**src/rtl/fetch_unit_pkg.sv**
```systemverilog
// Shared constants for the instruction-fetch stage: FSM encoding and default parameters.
package fetch_unit_pkg;

  localparam int unsigned TAMANHO       = 32;
  localparam int unsigned ENDERECAMENTO = 10;

  localparam logic [31:0] DEF_RESET_PC  = 32'h0000_0000;
  localparam logic [31:0] DEF_HALT_WORD = 32'hFFFF_FFFF;

  localparam logic [1:0] ST_IDLE   = 2'd0;
  localparam logic [1:0] ST_RUN    = 2'd1;
  localparam logic [1:0] ST_HALTED = 2'd2;

endpackage

```
**src/rtl/fetch_unit_if.sv**
```systemverilog
// Fetch-stage bus: instruction-memory port plus decode-side redirect/stall and results.
interface fetch_unit_if #(
  parameter int unsigned tamanho = 32
);

  logic [tamanho-1:0] Address;
  logic [tamanho-1:0] i_out;
  logic               stall;
  logic               branch_taken;
  logic [tamanho-1:0] branch_offset;
  logic               jump;
  logic [25:0]        jump_target;
  logic               jr;
  logic [tamanho-1:0] jr_addr;
  logic [tamanho-1:0] instr;
  logic [tamanho-1:0] pc_out;
  logic [tamanho-1:0] pc_plus4;
  logic               instr_valid;
  logic               halt;
  logic               fault;

  modport master (
    output Address, instr, pc_out, pc_plus4, instr_valid, halt, fault,
    input  i_out, stall, branch_taken, branch_offset, jump, jump_target, jr, jr_addr
  );

  modport slave (
    input  Address, instr, pc_out, pc_plus4, instr_valid, halt, fault,
    output i_out, stall, branch_taken, branch_offset, jump, jump_target, jr, jr_addr
  );

endinterface

```
**src/rtl/fetch_unit_next_pc_sel.sv**
```systemverilog
// Next-PC selection: redirect target computation, jr > jump > branch priority, fault detection.
module fetch_unit_next_pc_sel #(
  parameter int unsigned tamanho       = 32,
  parameter int unsigned enderecamento = 10
) (
  input  logic [tamanho-1:0] pc_i,
  input  logic [tamanho-1:0] pc_plus4_i,
  input  logic               redirect_en_i,
  input  logic               branch_taken_i,
  input  logic [tamanho-1:0] branch_offset_i,
  input  logic               jump_i,
  input  logic [25:0]        jump_target_i,
  input  logic               jr_i,
  input  logic [tamanho-1:0] jr_addr_i,
  output logic [tamanho-1:0] next_pc_c_o,
  output logic               redirect_c_o,
  output logic               fault_c_o
);

  // Pick the next PC; redirects only apply to a valid instruction in the IR.
  always_comb begin
    next_pc_c_o  = pc_i + tamanho'(4);
    redirect_c_o = 1'b0;
    if (redirect_en_i) begin
      if (jr_i) begin
        next_pc_c_o  = jr_addr_i;
        redirect_c_o = 1'b1;
      end else if (jump_i) begin
        next_pc_c_o  = tamanho'({pc_plus4_i[tamanho-1 -: 4], jump_target_i, 2'b00});
        redirect_c_o = 1'b1;
      end else if (branch_taken_i) begin
        next_pc_c_o  = pc_plus4_i + (branch_offset_i << 2);
        redirect_c_o = 1'b1;
      end
    end
  end

  // Misaligned or beyond the instruction memory; wrap-around also ends up here.
  assign fault_c_o = (next_pc_c_o[1:0] != 2'b00) ||
                     (next_pc_c_o[tamanho-1:enderecamento+2] != '0);

endmodule

```
**src/rtl/fetch_unit.sv**
```systemverilog
// Instruction-fetch stage: PC, instruction register and IDLE/RUN/HALTED control.
module fetch_unit
  import fetch_unit_pkg::*;
#(
  parameter int unsigned        tamanho       = TAMANHO,
  parameter int unsigned        enderecamento = ENDERECAMENTO,
  parameter logic [tamanho-1:0] RESET_PC      = tamanho'(DEF_RESET_PC),
  parameter logic [tamanho-1:0] HALT_WORD     = tamanho'(DEF_HALT_WORD)
) (
  input logic          clk,
  input logic          rst_n,
  fetch_unit_if.master bus
);

  logic [1:0]         state_q, state_d;
  logic [tamanho-1:0] pc_q, pc_d;
  logic [tamanho-1:0] instr_q, instr_d;
  logic [tamanho-1:0] pc_out_q, pc_out_d;
  logic [tamanho-1:0] pc_plus4_q, pc_plus4_d;
  logic               valid_q, valid_d;
  logic               halt_q, halt_d;
  logic               fault_q, fault_d;

  logic [tamanho-1:0] next_pc_c;
  logic               redirect_c;
  logic               fault_c;

  fetch_unit_next_pc_sel #(
    .tamanho       (tamanho),
    .enderecamento (enderecamento)
  ) u_next_pc_sel (
    .pc_i            (pc_q),
    .pc_plus4_i      (pc_plus4_q),
    .redirect_en_i   (valid_q),
    .branch_taken_i  (bus.branch_taken),
    .branch_offset_i (bus.branch_offset),
    .jump_i          (bus.jump),
    .jump_target_i   (bus.jump_target),
    .jr_i            (bus.jr),
    .jr_addr_i       (bus.jr_addr),
    .next_pc_c_o     (next_pc_c),
    .redirect_c_o    (redirect_c),
    .fault_c_o       (fault_c)
  );

  // State and datapath registers with asynchronous clear.
  always_ff @(posedge clk or negedge rst_n) begin
    if (!rst_n) begin
      state_q    <= ST_IDLE;
      pc_q       <= RESET_PC;
      instr_q    <= '0;
      pc_out_q   <= '0;
      pc_plus4_q <= tamanho'(4);
      valid_q    <= 1'b0;
      halt_q     <= 1'b0;
      fault_q    <= 1'b0;
    end else begin
      state_q    <= state_d;
      pc_q       <= pc_d;
      instr_q    <= instr_d;
      pc_out_q   <= pc_out_d;
      pc_plus4_q <= pc_plus4_d;
      valid_q    <= valid_d;
      halt_q     <= halt_d;
      fault_q    <= fault_d;
    end
  end

  // Next-state logic: halt word and faults stop fetch, redirects squash one slot.
  always_comb begin
    state_d    = state_q;
    pc_d       = pc_q;
    instr_d    = instr_q;
    pc_out_d   = pc_out_q;
    pc_plus4_d = pc_plus4_q;
    valid_d    = valid_q;
    halt_d     = halt_q;
    fault_d    = fault_q;
    case (state_q)
      ST_IDLE: begin
        state_d = ST_RUN;
        valid_d = 1'b0;
      end
      ST_RUN: begin
        if (!bus.stall) begin
          if (valid_q && (instr_q == HALT_WORD)) begin
            state_d = ST_HALTED;
            halt_d  = 1'b1;
            valid_d = 1'b0;
          end else if (fault_c) begin
            state_d = ST_HALTED;
            halt_d  = 1'b1;
            fault_d = 1'b1;
            valid_d = 1'b0;
          end else if (redirect_c) begin
            pc_d    = next_pc_c;
            instr_d = '0;
            valid_d = 1'b0;
          end else begin
            pc_d       = next_pc_c;
            instr_d    = bus.i_out;
            pc_out_d   = pc_q;
            pc_plus4_d = pc_q + tamanho'(4);
            valid_d    = 1'b1;
          end
        end
      end
      ST_HALTED: begin
        valid_d = 1'b0;
      end
      default: begin
        state_d = ST_IDLE;
      end
    endcase
  end

  assign bus.Address     = pc_q;
  assign bus.instr       = instr_q;
  assign bus.pc_out      = pc_out_q;
  assign bus.pc_plus4    = pc_plus4_q;
  assign bus.instr_valid = valid_q;
  assign bus.halt        = halt_q;
  assign bus.fault       = fault_q;

endmodule

```
**src/flat_wrapper.sv**
```systemverilog
// flat-port wrapper written by rule: the top's interface ports become plain ports
module fetch_unit_flat import fetch_unit_pkg::*;
#(
  parameter int unsigned        tamanho       = TAMANHO,
  parameter int unsigned        enderecamento = ENDERECAMENTO,
  parameter logic [tamanho-1:0] RESET_PC      = tamanho'(DEF_RESET_PC),
  parameter logic [tamanho-1:0] HALT_WORD     = tamanho'(DEF_HALT_WORD)
)
  (clk, rst_n, bus_Address, bus_instr, bus_pc_out, bus_pc_plus4, bus_instr_valid, bus_halt, bus_fault, bus_i_out, bus_stall, bus_branch_taken, bus_branch_offset, bus_jump, bus_jump_target, bus_jr, bus_jr_addr);
  fetch_unit_if #(.tamanho(tamanho)) bus_i ();
  input logic clk;
  input logic rst_n;
  output wire logic [$bits(bus_i.Address)-1:0] bus_Address;
  output wire logic [$bits(bus_i.instr)-1:0] bus_instr;
  output wire logic [$bits(bus_i.pc_out)-1:0] bus_pc_out;
  output wire logic [$bits(bus_i.pc_plus4)-1:0] bus_pc_plus4;
  output wire logic [$bits(bus_i.instr_valid)-1:0] bus_instr_valid;
  output wire logic [$bits(bus_i.halt)-1:0] bus_halt;
  output wire logic [$bits(bus_i.fault)-1:0] bus_fault;
  input wire logic [$bits(bus_i.i_out)-1:0] bus_i_out;
  input wire logic [$bits(bus_i.stall)-1:0] bus_stall;
  input wire logic [$bits(bus_i.branch_taken)-1:0] bus_branch_taken;
  input wire logic [$bits(bus_i.branch_offset)-1:0] bus_branch_offset;
  input wire logic [$bits(bus_i.jump)-1:0] bus_jump;
  input wire logic [$bits(bus_i.jump_target)-1:0] bus_jump_target;
  input wire logic [$bits(bus_i.jr)-1:0] bus_jr;
  input wire logic [$bits(bus_i.jr_addr)-1:0] bus_jr_addr;
  assign bus_Address = bus_i.Address;
  assign bus_instr = bus_i.instr;
  assign bus_pc_out = bus_i.pc_out;
  assign bus_pc_plus4 = bus_i.pc_plus4;
  assign bus_instr_valid = bus_i.instr_valid;
  assign bus_halt = bus_i.halt;
  assign bus_fault = bus_i.fault;
  assign bus_i.i_out = bus_i_out;
  assign bus_i.stall = bus_stall;
  assign bus_i.branch_taken = bus_branch_taken;
  assign bus_i.branch_offset = bus_branch_offset;
  assign bus_i.jump = bus_jump;
  assign bus_i.jump_target = bus_jump_target;
  assign bus_i.jr = bus_jr;
  assign bus_i.jr_addr = bus_jr_addr;
  fetch_unit #(.tamanho(tamanho), .enderecamento(enderecamento), .RESET_PC(RESET_PC), .HALT_WORD(HALT_WORD)) u_core (.clk(clk), .rst_n(rst_n), .bus(bus_i));
endmodule
```
**config.mk**
```make
export PLATFORM = sky130hd
export DESIGN_NAME = fetch_unit_flat
export DESIGN_NICKNAME = d
export VERILOG_FILES = /design/src/rtl/fetch_unit_pkg.sv /design/src/rtl/fetch_unit_if.sv /design/src/rtl/fetch_unit_next_pc_sel.sv /design/src/rtl/fetch_unit.sv /design/src/flat_wrapper.sv
export SDC_FILE = /design/constraint.sdc
export NUM_CORES = 1
export LEC_CHECK = 0
export CORE_MARGIN = 5
export CORE_UTILIZATION = 45
export DETAILED_ROUTE_END_ITERATION = 16
export HOLD_SLACK_MARGIN = 0.03
export PLACE_DENSITY = 0.77
export SETUP_SLACK_MARGIN = 0.15
export SLEW_MARGIN = 20
export SYNTH_ARGS = -nofsm -noshare
export SYNTH_HDL_FRONTEND = slang
export SYNTH_HIERARCHICAL = 1
export SYNTH_SLANG_ARGS = --single-unit
```
**constraint.sdc**
```tcl
create_clock -name clk -period 3.8 [get_ports clk]
set_clock_uncertainty 0.05 [all_clocks]
set_input_delay 0.76 -clock clk [delete_from_list [all_inputs] [get_ports clk]]
set_output_delay 0.76 -clock clk [all_outputs]
set_load 0.01 [all_outputs]
```
* Word-level counts from Yosys, hierarchy flattened
Index checks and enable logic that the tools add are counted.
** Cells by class
- Add/subtract/negate cells :: 2
- Equality and inequality tests :: 5
- Muxes and demuxes :: 20
- Bitwise operators :: 5
- Reductions and logical operators :: 14
** Operators by type and width (count)
- $mux W32 :: 5
- $add A32 B3 Y32 const B :: 1
- $add A32 B32 Y32 :: 1
- $eq A32 B32 Y1 const B :: 1
- $reduce_bool A20 Y1 :: 1
- $mux W1 :: 10
- $reduce_and A4 Y1 :: 2
- $mux W2 :: 3
- $pmux W2 S3 :: 1
- $reduce_and A3 Y1 :: 2
- $reduce_bool A2 Y1 :: 3
- $not A1 Y1 :: 5
- $reduce_and A5 Y1 :: 1
- $ne A3 B1 Y1 const B :: 1
- $eq A2 B1 Y1 const B :: 1
- $eq A2 B2 Y1 const B :: 1
- $logic_not A2 Y1 :: 1
- $ne A2 B2 Y1 const B :: 1
- $pmux W1 S2 :: 1
- $reduce_and A2 Y1 :: 1
- $reduce_or A2 Y1 :: 1
- $logic_and A1 B1 Y1 :: 1
- $logic_or A1 B1 Y1 :: 1
** Word-level totals
- Register bits after elaboration :: 133
- Output and inout port bits :: 131

* Depth between registers and ports, before layout
- Depth in word-level cells :: 11
- Gate-level depth with buffers :: 16

* Cells and area by module
Netlist, hierarchy kept.
** By module, submodules not included
- fetch_unit :: instances 1, cells an instance 424, area an instance 6193.4 um^2, sequential area each 3279.4 um^2
- fetch_unit_next_pc_sel :: instances 1, cells an instance 553, area an instance 3626.0 um^2, sequential area each 0.0 um^2

* Least setup slack after synthesis
Ideal clock, no wire load.
- Path kind :: input port to flip-flop
- From :: in bus_branch_offset[0]
- To :: reg u_core.pc_q[0], in the netlist u_core/bus.Address[0]
- Setup time :: 0.125 ns
- Arrival time :: 4.118 ns
- Slack :: -0.493 ns
- Stages :: 15
- Path buffers :: 1
- Cell sequence :: ha_1 -> fa_1 -> a211oi_1 -> o21ai_2 -> o2111ai_1 -> a21oi_2 -> a21oi_2 -> xnor2_1 -> a221o_2 -> nor4_1 -> nand4_1 -> a31oi_4 -> nand2_8 -> buf_12 -> mux2_4
** On the way
- Longest elaborated chain between the ends :: 9
** RTL lines
- start: declaration :: line flat_wrapper.sv:23 : input wire logic [$bits(bus_i.branch_offset)-1:0] bus_branch_offset;
- $add A32 B32 Y32 :: line fetch_unit_next_pc_sel.sv:32 : next_pc_c_o = pc_plus4_i + (branch_offset_i << 2);
- $mux W32 :: line fetch_unit_next_pc_sel.sv:31 : end else if (branch_taken_i) begin
- $mux W32 :: line fetch_unit_next_pc_sel.sv:28 : end else if (jump_i) begin
- $mux W32 :: line fetch_unit_next_pc_sel.sv:25 : if (jr_i) begin
- $mux W32 :: line fetch_unit_next_pc_sel.sv:24 : if (redirect_en_i) begin
- via u_core.next_pc_c[24] :: line fetch_unit.sv:24 : logic [tamanho-1:0] next_pc_c;
- $reduce_bool A20 Y1 :: line fetch_unit_next_pc_sel.sv:40 : (next_pc_c_o[tamanho-1:enderecamento+2] != '0);
- $logic_or A1 B1 Y1 :: line fetch_unit_next_pc_sel.sv:39 : assign fault_c_o = (next_pc_c_o[1:0] != 2'b00) ||
- via u_core.fault_c :: line fetch_unit.sv:26 : logic fault_c;
- $not A1 Y1 (no source line)
- $reduce_and A4 Y1 (no source line)
- end signal: assignment :: line fetch_unit.sv:59 : pc_q <= pc_d;
- end: declaration :: line fetch_unit.sv:16 : logic [tamanho-1:0] pc_q, pc_d;
The timed path passes the listed nets, and every way through them passes these cells.
A chain may end at the register's enable or synchronous reset.

* Worst setup path in the final report
- From :: reg u_core.pc_plus4_q[2], in the netlist u_core/bus.pc_plus4[2]
- To :: reg u_core.pc_out_q[13], in the netlist u_core/bus.pc_out[13]
** On the way
- Longest elaborated chain between the ends :: 9
** RTL lines
- start: declaration :: line fetch_unit.sv:19 : logic [tamanho-1:0] pc_plus4_q, pc_plus4_d;
- start signal: assignment :: line fetch_unit.sv:53 : pc_plus4_q <= tamanho'(4);
- start signal: assignment :: line fetch_unit.sv:62 : pc_plus4_q <= pc_plus4_d;
- $add A32 B32 Y32 :: line fetch_unit_next_pc_sel.sv:32
- $mux W32 :: line fetch_unit_next_pc_sel.sv:31
- $mux W32 :: line fetch_unit_next_pc_sel.sv:28
- $mux W32 :: line fetch_unit_next_pc_sel.sv:25
- $mux W32 :: line fetch_unit_next_pc_sel.sv:24
- via u_core.next_pc_c[24] :: line fetch_unit.sv:24
- $reduce_bool A20 Y1 :: line fetch_unit_next_pc_sel.sv:40
- $logic_or A1 B1 Y1 :: line fetch_unit_next_pc_sel.sv:39
- via u_core.fault_c :: line fetch_unit.sv:26
- $not A1 Y1 (no source line)
- $reduce_and A5 Y1 (no source line)
- end signal: assignment :: line fetch_unit.sv:61 : pc_out_q <= pc_out_d;
- end: declaration :: line fetch_unit.sv:18 : logic [tamanho-1:0] pc_out_q, pc_out_d;
The timed path passes the listed nets, and every way through them passes these cells.

==> flow_summary.yaml <==
global_route:
  grt_max_degree: 75
  antenna_found_initial: 1
  gr-total-overflow: 0
  grt_usage_pct: 30.5
  grt_pass1_wl_mm: 59.0
  first_global_vias: 10603
clock_tree:
  cts_root_buffer: "clkbuf_16"
  clk_pin_slew_ps: 70
  cts_tree: "built"
  cts.hold.buffers_added: 0
  cts_buffers: 17
  cts_max_level: 4
  cts.sinks: 131
  clock_path_buffers: 2
  clock_latency_ps: 430
worst_setup_path:
  cp-start-kind: "flip-flop"
  rr_startpoint: "u_core/bus.pc_plus4[2]"
  arrival_ps: 4670
  reg2reg_to: "u_core/bus.pc_out[13]"
  worstPathRequired_ps: 4060
  cp_slowest_cell: "dfstp_2"
  max_stage_delay_ps: 560
  end_kind: "flip-flop"
  crit_fanout: 8
  crit_type: "reg2reg"
  worstPathCellList: "ha_4 -> fa_2 -> a211oi_2 -> o21ai_2 -> buf_4 -> buf_6 -> o2111ai_4 -> a21oi_4 -> a21oi_2 -> xnor2_1 -> a221o_2 -> nor4_4 -> nand4_1 -> a31oi_4 -> buf_6 -> buf_6 -> nand2_8 -> buf_12 -> buf_16 -> mux2_4"
  cp_common_cell: "buf_6"
  r2r_cells: 20
  ff2ff_setup_slack_ps: -610
die:
  fp.dieH_um: 158
  dieArea_mm2: 0.0249
  rows: 54
  initial_core_util_pct: 45.3
  io_pins: 259
  die_w_um: 158
  coreArea_mm2: 0.0217
pwr:
  power_frac_clock_pct: 15.0
  share_comb_of_total_power_pct: 63.8
  power_density_mw_per_mm2: 691
  p_sw_share_pct: 39.0
  internal_power_mw: 6.76
  switchingPower_mw: 4.32
  ir_drop_mv: 0.440
  power_frac_seq_pct: 21.2
  power.leakage_nw: 7.61
drt:
  wl_per_cell_um: 22.4
  firstDrtPassIters: 9
  drtAntennaViolNets: 0
  drc: 0
  routed_wl_mm: 39.6
  via_per_inst: 5.90
  drt_iter0_markers: 1028
  vias: 10402
logic_synthesis:
  yosysTopAreaCell: "dfrtp_1"
  netlist_area_mm2: 0.00982
  synth_top_area_share_pct: 33.1
  synth_most_common_cell: "dfrtp_1"
  synth_nets: 1137
  ys.flop_type: "dfrtp_1"
  synthTopCellsByCount: "dfrtp_1 (130), nand2_1 (73), mux2_4 (60), mux2_1 (49), nor2_1 (48)"
  ys_warn_count: 6
  ys_seq_area_share_pct: 33.4
  ys_ff_latch: 131
  synthesis.instances: 977
  async_reset_ff_share_pct: 100
  synth_edf_count: 0
  syn_avg_cell_area_um2: 10.1
  synth_area_leaders: "dfrtp_1 (33%), mux2_4 (9.2%), mux2_1 (5.6%)"
  synth.distinct_cells: 86
run_status:
  violations: "setup timing"
  status: "finished with violations"
sta:
  relSlewSlack_pct: 37.8
  rsz0062_at_grt: "yes"
  hold_violations: 0
  max_freq_mhz: 227
  drv_slew: 0
  setup_ws_ps: -611
  worstMarginPinSlew_ps: 931
  setup_tns_ps: -71500
  worst_hold_slack_ps: 281
  finalCriticalPeriod_ps: 4410
  period_share_pct: 116
  setup_viol: 130
finish:
  final_core_util_pct: 74.0
  fin_area_mm2: 0.0160
  nets: 1630
  syn_to_final_growth_pct: 63.4
  layout-drive-gt1-share_pct: 35.4
  fill_cells: 1528
placed_design:
  dp_hpwl_mm: 27.5
  io_buffers: 256
  place.gp.congestion: 0.981
  placed_cell_area_mm2: 0.0143
min_path:
  min_path_type: "in2async"
flow_run:
  maxCapViolations: 0
[state kept, by name, indices dropped and copies added (netlist names)]
register,count
u_core/bus.pc_out,32
u_core/bus.instr,32
u_core/bus.Address,32
u_core/bus.fault,1
u_core/bus.instr_valid,1
u_core/bus.halt,1
u_core/bus.pc_plus4,30
u_core/state_q,2
[per-stage QoR]
stage	power, mW	setup WS (ps)	instances
floorplan	5.50	-313	977
global route	11.6	-701	1764
finish	11.1	-611	1764
detailed placement	8.26	-1330	1683
global placement	8.13	-1300	1683
CTS	10.6	-509	1749
[worst max-delay path: cells and delay by family (launching register included)]
kind / cells / cell delay [ps]
muxes: 1 / 310
buffers and inverters: 6 / 790
xor gates and xnor gates: 1 / 130
adders and majority gates: 2 / 370
DFF: 1 / 560
AOI/OAI and AO/OA: 7 / 1420
and+or+nand+nor: 3 / 630
[cell families (layout without fill, tap and decap cells)]
kind of cell	count (synthesis)	after routing	share of synthesized area, %
AOI/OAI and AO/OA	217	217	15.6
xor gates and xnor gates	71	71	6.33
adders and majority gates	32	32	4.15
buffers and inverters	74	579	4.83
DFF	131	131	33.4
muxes	131	131	17.2
other	0	1	0
and+or+nand+nor	321	322	18.4
[cell usage in the layout, fill, tap and decap left out, types with 8 or more instances in the layout]
cell type | netlist | routed
a21o_1 | 11 | 11
o22ai_1 | 12 | 12
mux2_2 | 16 | 16
nor2_1 | 48 | 47
buf_16 | 0 | 14
clkbuf_16 | 0 | 20
and3_1 | 18 | 17
clkdlybuf4s50_1 | 0 | 243
o21a_1 | 12 | 12
nor2b_1 | 35 | 35
nand3_1 | 40 | 37
xnor2_1 | 34 | 32
nand2_1 | 73 | 73
o21ai_0 | 40 | 29
a21oi_2 | 6 | 9
o21ai_1 | 0 | 8
a21oi_1 | 39 | 33
a22oi_1 | 13 | 13
ha_1 | 31 | 21
mux2_4 | 60 | 109
inv_1 | 15 | 15
nand4_1 | 31 | 31
buf_4 | 3 | 237
nor3_1 | 14 | 12
a22o_1 | 11 | 11
xor2_1 | 37 | 37
buf_6 | 8 | 18
nor4_1 | 19 | 16
dfrtp_1 | 130 | 130
ha_4 | 0 | 9
[worst max path at each step]
| stage | start | endpoint | cells after the start |
|---|---|---|---|
| after global routing | u_core/bus.pc_plus4[2] | u_core/bus.pc_out[13] | 20 |
| after detailed placement | bus_branch_offset[0] | u_core/bus.pc_out[13] | 18 |
| final | u_core/bus.pc_plus4[2] | u_core/bus.pc_out[13] | 20 |
| after global placement | bus_branch_offset[0] | u_core/bus.pc_plus4[15] | 18 |
| after CTS | bus_branch_offset[0] | u_core/bus.pc_out[13] | 20 |
| after floorplan | bus_branch_offset[0] | u_core/bus.Address[0] | 15 |
[power by group through the flow]
stage / logic, mW / registers [mW] / clock network (mW)
4_1_cts: 6.64 / 2.33 / 1.67
2_1_floorplan: 2.87 / 2.63 / 0
3_5_place_dp: 5.92 / 2.34 / 0
6_report: 7.07 / 2.35 / 1.66
3_3_place_gp: 5.82 / 2.32 / 0
5_1_grt: 7.44 / 2.42 / 1.74
[routing by layer]
layer	up-vias	share of wire [%]	wire length (um)	global-route usage [%]
met5	-	0	0	0
met4	0	3.7	1460	13.5
met3	115	9.4	3730	6.92
met2	603	48	18900	50.0
met1	5049	39	15500	38.7
li1	4635	-	-	-
[area by class of cell]
| type | count | area (um2) | share of cell area [%] |
|---|---|---|---|
| Multi-Input combinational cell | 773 | 6680 | 41.7 |
| Timing Repair Buffer | 531 | 5080 | 31.7 |
| Sequential cell | 131 | 3280 | 20.4 |
| Clock buffer | 17 | 425 | 2.65 |
| Tap cell | 280 | 350 | 2.18 |
| Clock inverter | 15 | 159 | 0.991 |
| Inverter | 16 | 60.1 | 0.374 |
| Antenna cell | 1 | 2.50 | 0.0156 |
[timing repair]
item	in CTS	in global routing
resized for setup	82	40
buffers inserted	24	9
gates cloned	10	5
endpoints found under the setup margin	131	131
pin swaps	26	28
Note: power is estimated with default switching activity, not from simulation.
